## src/rtl/core_v_mcu_pkg.sv

```systemverilog
// Shared SoC definitions: register-bus types, timer slot/base address, register offsets.
// Also holds the byte-strobe merge helper used by every writable register.
package core_v_mcu_pkg;

    localparam int unsigned SOC_TIMER_REG_IDX   = 32'd9;
    localparam logic [31:0] SOC_TIMER_BASE_ADDR = 32'h1A10_B000;

    localparam logic [4:0] SOC_TIMER_CTRL_OFFSET        = 5'h00;
    localparam logic [4:0] SOC_TIMER_PRESCALE_OFFSET    = 5'h04;
    localparam logic [4:0] SOC_TIMER_MTIME_LO_OFFSET    = 5'h08;
    localparam logic [4:0] SOC_TIMER_MTIME_HI_OFFSET    = 5'h0C;
    localparam logic [4:0] SOC_TIMER_MTIMECMP_LO_OFFSET = 5'h10;
    localparam logic [4:0] SOC_TIMER_MTIMECMP_HI_OFFSET = 5'h14;
    localparam logic [4:0] SOC_TIMER_STATUS_OFFSET      = 5'h18;
    localparam logic [31:0] SOC_TIMER_LAST_OFFSET       = 32'h0000_0018;

    typedef struct packed {
        logic [31:0] addr;
        logic        write;
        logic [31:0] wdata;
        logic [3:0]  wstrb;
        logic        valid;
    } reg_req_t;

    typedef struct packed {
        logic [31:0] rdata;
        logic        error;
        logic        ready;
    } reg_rsp_t;

    function automatic logic [31:0] apply_wstrb(input logic [31:0] cur,
                                                input logic [31:0] wdata,
                                                input logic [3:0]  wstrb);
        logic [31:0] res;
        res = cur;
        for (int b = 0; b < 4; b++) begin
            if (wstrb[b]) begin
                res[8*b +: 8] = wdata[8*b +: 8];
            end else begin
                res[8*b +: 8] = cur[8*b +: 8];
            end
        end
        return res;
    endfunction

endpackage

```

## src/rtl/soc_timer_prescaler.sv

```systemverilog
// Prescaler for the machine timer: counts 0..reload while enabled and flags a tick
// on the cycle the count equals reload. A reload write restarts the count from zero.
module soc_timer_prescaler #(
    parameter int unsigned PrescaleWidth = 16
) (
    input  logic                     clk_i,
    input  logic                     rst_ni,
    input  logic                     en,
    input  logic                     clear,
    input  logic [PrescaleWidth-1:0] reload,
    output logic                     tick
);

    logic [PrescaleWidth-1:0] count_r;
    logic [PrescaleWidth-1:0] count_next_s;
    logic                     at_reload_s;

    // Tick generation and next count; the tick uses the current enable so a
    // same-cycle disable still lets the pending increment through.
    always_comb begin
        at_reload_s  = (count_r == reload);
        tick         = en && at_reload_s;
        count_next_s = count_r;
        if (clear) begin
            count_next_s = '0;
        end else if (!en) begin
            count_next_s = '0;
        end else if (at_reload_s) begin
            count_next_s = '0;
        end else begin
            count_next_s = count_r + PrescaleWidth'(1);
        end
    end

    // Count register.
    always_ff @(posedge clk_i or negedge rst_ni) begin
        if (!rst_ni) begin
            count_r <= '0;
        end else begin
            count_r <= count_next_s;
        end
    end

endmodule

```

## src/rtl/soc_timer.sv

```systemverilog
// RISC-V machine timer: 64-bit mtime with prescaler, atomic mtimecmp commit through a
// staging word, atomic mtime read through a high-half shadow, and a registered level IRQ.
module soc_timer
    import core_v_mcu_pkg::*;
#(
    parameter type         reg_req_t     = core_v_mcu_pkg::reg_req_t,
    parameter type         reg_rsp_t     = core_v_mcu_pkg::reg_rsp_t,
    parameter int unsigned PrescaleWidth = 16
) (
    input  logic        clk_i,
    input  logic        rst_ni,
    input  reg_req_t    reg_req_i,
    output reg_rsp_t    reg_rsp_o,
    output logic        time_irq_o,
    output logic [63:0] mtime_o
);

    logic [1:0]               ctrl_r;
    logic [PrescaleWidth-1:0] prescale_r;
    logic [63:0]              mtime_r;
    logic [63:0]              mtimecmp_r;
    logic [31:0]              cmp_stage_r;
    logic [31:0]              shadow_r;
    logic                     irq_r;

    logic [31:0] off_s;
    logic        addr_err_s;
    logic        wr_s;
    logic        rd_s;
    logic        wr_ctrl_s;
    logic        wr_prescale_s;
    logic        wr_mtime_lo_s;
    logic        wr_mtime_hi_s;
    logic        wr_cmp_lo_s;
    logic        wr_cmp_hi_s;
    logic        rd_mtime_lo_s;
    logic        pending_s;
    logic        tick_s;
    logic [31:0] rdata_s;

    // Address decode: the offset is taken against the block base, so anything outside
    // the seven-word window or misaligned is rejected without touching state.
    always_comb begin
        off_s         = reg_req_i.addr - SOC_TIMER_BASE_ADDR;
        addr_err_s    = (reg_req_i.addr[1:0] != 2'b00) || (off_s > SOC_TIMER_LAST_OFFSET);
        wr_s          = reg_req_i.valid && reg_req_i.write && !addr_err_s;
        rd_s          = reg_req_i.valid && !reg_req_i.write && !addr_err_s;
        wr_ctrl_s     = wr_s && (off_s[4:0] == SOC_TIMER_CTRL_OFFSET);
        wr_prescale_s = wr_s && (off_s[4:0] == SOC_TIMER_PRESCALE_OFFSET);
        wr_mtime_lo_s = wr_s && (off_s[4:0] == SOC_TIMER_MTIME_LO_OFFSET);
        wr_mtime_hi_s = wr_s && (off_s[4:0] == SOC_TIMER_MTIME_HI_OFFSET);
        wr_cmp_lo_s   = wr_s && (off_s[4:0] == SOC_TIMER_MTIMECMP_LO_OFFSET);
        wr_cmp_hi_s   = wr_s && (off_s[4:0] == SOC_TIMER_MTIMECMP_HI_OFFSET);
        rd_mtime_lo_s = rd_s && (off_s[4:0] == SOC_TIMER_MTIME_LO_OFFSET);
        pending_s     = (mtime_r >= mtimecmp_r);
    end

    // Read mux and zero-wait-state response.
    always_comb begin
        rdata_s = 32'h0000_0000;
        case (off_s[4:0])
            SOC_TIMER_CTRL_OFFSET:        rdata_s = {30'd0, ctrl_r};
            SOC_TIMER_PRESCALE_OFFSET:    rdata_s = 32'(prescale_r);
            SOC_TIMER_MTIME_LO_OFFSET:    rdata_s = mtime_r[31:0];
            SOC_TIMER_MTIME_HI_OFFSET:    rdata_s = shadow_r;
            SOC_TIMER_MTIMECMP_LO_OFFSET: rdata_s = cmp_stage_r;
            SOC_TIMER_MTIMECMP_HI_OFFSET: rdata_s = mtimecmp_r[63:32];
            SOC_TIMER_STATUS_OFFSET:      rdata_s = {31'd0, pending_s};
            default:                      rdata_s = 32'h0000_0000;
        endcase
        reg_rsp_o       = '0;
        reg_rsp_o.ready = reg_req_i.valid;
        if (reg_req_i.valid && addr_err_s) begin
            reg_rsp_o.error = 1'b1;
            reg_rsp_o.rdata = 32'h0000_0000;
        end else begin
            reg_rsp_o.error = 1'b0;
            reg_rsp_o.rdata = rdata_s;
        end
    end

    soc_timer_prescaler #(
        .PrescaleWidth (PrescaleWidth)
    ) u_prescaler (
        .clk_i  (clk_i),
        .rst_ni (rst_ni),
        .en     (ctrl_r[0]),
        .clear  (wr_prescale_s),
        .reload (prescale_r),
        .tick   (tick_s)
    );

    // Control and prescale registers.
    always_ff @(posedge clk_i or negedge rst_ni) begin
        if (!rst_ni) begin
            ctrl_r     <= 2'b00;
            prescale_r <= '0;
        end else begin
            if (wr_ctrl_s) begin
                ctrl_r <= 2'(apply_wstrb({30'd0, ctrl_r}, reg_req_i.wdata, reg_req_i.wstrb));
            end
            if (wr_prescale_s) begin
                prescale_r <= PrescaleWidth'(apply_wstrb(32'(prescale_r), reg_req_i.wdata,
                                                         reg_req_i.wstrb));
            end
        end
    end

    // mtime: a software write to either half wins over the tick in that cycle.
    always_ff @(posedge clk_i or negedge rst_ni) begin
        if (!rst_ni) begin
            mtime_r <= 64'd0;
        end else if (wr_mtime_lo_s) begin
            mtime_r[31:0] <= apply_wstrb(mtime_r[31:0], reg_req_i.wdata, reg_req_i.wstrb);
        end else if (wr_mtime_hi_s) begin
            mtime_r[63:32] <= apply_wstrb(mtime_r[63:32], reg_req_i.wdata, reg_req_i.wstrb);
        end else if (tick_s) begin
            mtime_r <= mtime_r + 64'd1;
        end
    end

    // Compare staging/commit and the read shadow for tear-free 64-bit access.
    always_ff @(posedge clk_i or negedge rst_ni) begin
        if (!rst_ni) begin
            mtimecmp_r  <= 64'hFFFF_FFFF_FFFF_FFFF;
            cmp_stage_r <= 32'hFFFF_FFFF;
            shadow_r    <= 32'h0000_0000;
        end else begin
            if (wr_cmp_lo_s) begin
                cmp_stage_r <= apply_wstrb(cmp_stage_r, reg_req_i.wdata, reg_req_i.wstrb);
            end
            if (wr_cmp_hi_s) begin
                mtimecmp_r <= {apply_wstrb(mtimecmp_r[63:32], reg_req_i.wdata, reg_req_i.wstrb),
                               cmp_stage_r};
            end
            if (rd_mtime_lo_s) begin
                shadow_r <= mtime_r[63:32];
            end
        end
    end

    // Interrupt flop.
    always_ff @(posedge clk_i or negedge rst_ni) begin
        if (!rst_ni) begin
            irq_r <= 1'b0;
        end else begin
            irq_r <= pending_s && ctrl_r[1];
        end
    end

    assign time_irq_o = irq_r;
    assign mtime_o    = mtime_r;

endmodule

```

## config.mk

```make
export PLATFORM = sky130hd
export DESIGN_NAME = soc_timer
export DESIGN_NICKNAME = d
export VERILOG_FILES = /design/src/rtl/core_v_mcu_pkg.sv /design/src/rtl/soc_timer_prescaler.sv /design/src/rtl/soc_timer.sv
export SDC_FILE = /design/constraint.sdc
export NUM_CORES = 1
export LEC_CHECK = 0
export CAP_MARGIN = 20
export CORE_MARGIN = 2
export CORE_UTILIZATION = 35
export CTS_CLUSTER_SIZE = 30
export DETAILED_ROUTE_END_ITERATION = 8
export REMOVE_ABC_BUFFERS = 1
export SLEW_MARGIN = 15
export SYNTH_ARGS = -nofsm -noshare
export SYNTH_HDL_FRONTEND = slang
export SYNTH_HIERARCHICAL = 1
export SYNTH_SLANG_ARGS = --single-unit
```

## constraint.sdc

```tcl
create_clock -name clk_i -period 4.3 [get_ports clk_i]
set_clock_uncertainty 0.1 [all_clocks]
set_input_delay 0.43 -clock clk_i [delete_from_list [all_inputs] [get_ports clk_i]]
set_output_delay 0.43 -clock clk_i [all_outputs]
set_load 0.005 [all_outputs]
```

==> key figures <==
Setup path
  – Crit path arrival time: 3.65 ns
  – Crit Reg-Reg Startpoint: mtime_o[8]
  – CP Class: in -> out
  – Worst Path Max Fanout: 19
  – Crit path buf inv count: 4
  – Max incr delay on CP: 0.55 ns
  – CP delay by family, top: buffers and inverters
  – Reg-to-reg endpoint: mtime_o[44]
  – Startpoint types: input pin
  – Reg2Reg Depth: 8
  – WP data required: 3.77 ns
  – Flop2flop setup slack: 0.81 ns
  – Critical path endpoint category: primary output
  – Crit-path slowest cell: or4_4
  – Critical-path cell list: clkdlybuf4s50_1, a311oi_2, buf_4, o2111ai_1, or4_4, or4_4, o21ai_4, nand2_2, buf_12, a31oi_1, clkdlybuf4s50_1
  – Crit path launch: reg_req_i[38]

Clock network
  – CTS root buf: clkbuf_16
  – Clock slew at reported path FFs: 0.06 ns
  – CTS tree: done
  – Clock sinks: 227
  – Htree depth: 1
  – Buffer depth of the longest clock path: 3
  – TritonCTS buffer count: 26
  – Worst-Skew Late Latency: 0.55 ns

Floorplan
  – Area of the die: 0.0431 mm²
  – Core area: 0.0409 mm²
  – Die Width: 208 µm
  – I/O pin total: 171
  – Starting density of the core: 0.355
  – Die height: 208 µm
  – Site Rows: 74

Detailed routing
  – DR vias: 12342
  – Antenna violation net count after detailed routing: 0
  – Vias/cell: 5.67
  – Drt total wl: 50.4 mm
  – Drt wl/cell: 23.1 µm
  – Router iterations before antenna repair: 5
  – DRC viols: 0
  – Starting DRT DRC Count: 932

Power
  – Pint: 0.00370 W
  – Comb power frac: 0.063
  – Clock power frac: 0.492
  – Fraction of power spent switching nets: 0.233
  – Final Power: 0.00482 W
  – IR drop worst, VDD: 0.232 mV
  – P per Cell Area: 264 mW/mm²
  – P_sw: 0.00112 W
  – Sequential Power Share: 0.445
  – Leak Pwr: 7.64 nW

Flow run
  – Max-cap viol count: 0

Synth
  – Netlist cell types: 85
  – Main synth FF type: dfrtp_1
  – Syn Area/Cell: 10.4 µm²
  – Asr flop ratio synth: 1.00
  – Post-synth EDFFs: 0
  – Post-synthesis cell count: 1394
  – Synthesized cell area: 0.0145 mm²
  – Register bit total from synthesis: 227
  – Synth warn: 6
  – Post-synthesis sequential area ratio: 0.400

Placement
  – IO buf count: 170
  – Post-DP HPWL: 38.3 mm
  – Gpl congestion: 0.929

Timing
  – Worst slew pin tran: 0.951 ns
  – Fin. max-slew vios: 0
  – Period utilization: 0.971
  – Final worst path period need: 4.18 ns
  – Final hold vios: 0
  – Relative slew margins: 0.361
  – Max Freq: 240 MHz
  – Setup violators final: 0
  – Worst hold slack: 0.383 ns
  – RSZ-0062 raised after global routing: true

Cells and area
  – Layout cell share with drive strength beyond 1: 0.225
  – Nets: 1761
  – Layout overhead on the synthesized area: 25.8%

Hold path
  – Worst hold endpoint: shadow_r[27]
  – Worst min path class: reg -> reg
  – HP Start: shadow_r[27]
  – Hold depth: 1

Global route
  – Largest net degree at the start of global routing: 89
  – Initial antenna violation count: 0
  – Total gr overflow: 0
  – Number of global-route vias before repair: 12480
  – First-pass GRT wire length: 77.5 mm
  – Total Routing Usage GR: 0.230

Outcome
  – Status: finished clean
-- synth_stat cells, drive strengths merged, types with 4 or more instances --
cell type,number,area [µm²]
inv,101,379
ha,66,826
o311ai,4,35.0
xnor2,21,184
a31oi,6,37.5
a221o,4,40.0
and3,42,308
nand2,59,221
nor4,16,136
o2111ai,6,58.8
xor2,6,52.6
mux2,134,1750
nand4,42,269
o21a,5,37.5
a21o,4,30.0
a311oi,11,103
o22ai,9,56.3
o21ai,33,176
and4,14,124
a21oi,45,225
or3,9,62.6
a221oi,33,289
a211oi,36,280
o211a,14,140
nor3b,5,37.5
or4,13,109
o211ai,20,150
o31ai,4,30.0
mux2i,52,521
a22oi,16,120
dfstp,96,2520
dfrtp,131,3280
nand3,42,210
nor2,111,417
buf,33,345
and2,22,138
nor3,49,289
clkbuf,35,131
a211o,7,61.3
-- state kept, by name (all words and copies together), names as in the netlist --
name,cells
mtime_o,64
u_prescaler/count_r,16
shadow_r,32
mtimecmp_r,64
prescale_r,16
cmp_stage_r,32
ctrl_r,2
time_irq_o,1
-- layout make-up --
class	count	area, µm²
diodes	1	2.50
clock buffers	37	743
clock inverters	11	155
fillers	3904	22700
inverters	101	379
multi-input cells	998	7950
flip-flops and latches	227	5800
well taps	532	666
repair buffers	269	2550
-- routing by layer --
| metal | vias to the layer above | global-route usage | wire [µm] |
|---|---|---|---|
| met4 | 0 | 0.0758 | 1670 |
| li1 | 5681 | - | - |
| met3 | 92 | 0.0281 | 2420 |
| met2 | 433 | 0.372 | 23400 |
| met1 | 6136 | 0.321 | 22800 |
| met5 | - | 0 | 0 |
-- metrics by stage --
step / instance area, µm² / setup slack, ns / setup TNS, ns / std cells / utilization
6_report: 18300 / 0.125 / 0 / 2176 / 0.446
5_1_grt: 18200 / -0.0134 / -0.0476 / 2175 / 0.446
4_1_cts: 18200 / 0.00107 / 0 / 2174 / 0.445
3_5_place_dp: 17300 / 0.0430 / 0 / 2123 / 0.422
3_3_place_gp: 17300 / 0.0708 / 0 / 2123 / 0.422
2_1_floorplan: 14000 / -2.04 / -63.34 / 1326 / -
-- power groups by stage --
stage                     Sequential [W]  Clock [W]  Combinational, W
final                            0.00214    0.00237          0.000305
after global routing             0.00214    0.00250          0.000329
after CTS                        0.00214    0.00241          0.000305
after detailed placement         0.00218          0          0.000302
after global placement           0.00218          0          0.000301
after floorplan                  0.00218          0         0.0000675
-- how the worst max path moves through the flow --
stage,endpoint,slack (ns),cells past startpoint
after floorplan,shadow_r[0],-2.04,7
after global placement,reg_rsp_o[2],0.07,10
after detailed placement,reg_rsp_o[14],0.04,11
after CTS,reg_rsp_o[2],0.001,10
after global routing,reg_rsp_o[5],-0.01,11
final,reg_rsp_o[2],0.12,11
-- logic make-up after synthesis --
logic type / after synthesis / share of synthesized area
flip-flops: 227 / 0.400
buffers and inverters: 169 / 0.0590
XOR/XNOR: 27 / 0.0163
AO/OA/AOI/OAI: 278 / 0.142
multiplexers: 186 / 0.156
AND/OR/NAND/NOR: 441 / 0.169
adder cells (fa/ha/maj): 66 / 0.0569
-- cell usage in the layout, fill, tap and decap left out, types with 52 or more instances in the layout --
cell type,count
dfstp_2,96
mux2i_1,52
clkdlybuf4s50_1,168
ha_1,66
dfrtp_1,131
nand2_1,58
inv_1,101
nor2_1,110
buf_4,89
mux2_4,64
-- what timing repair did --
action,CTS,global route
hold buffers,1,0
setup buffers,2,1
resized for setup,8,5
pin swaps,4,2
setup endpoints to repair,1,32
hold endpoints to repair,50,0
Power figures use the tool's default switching activity.
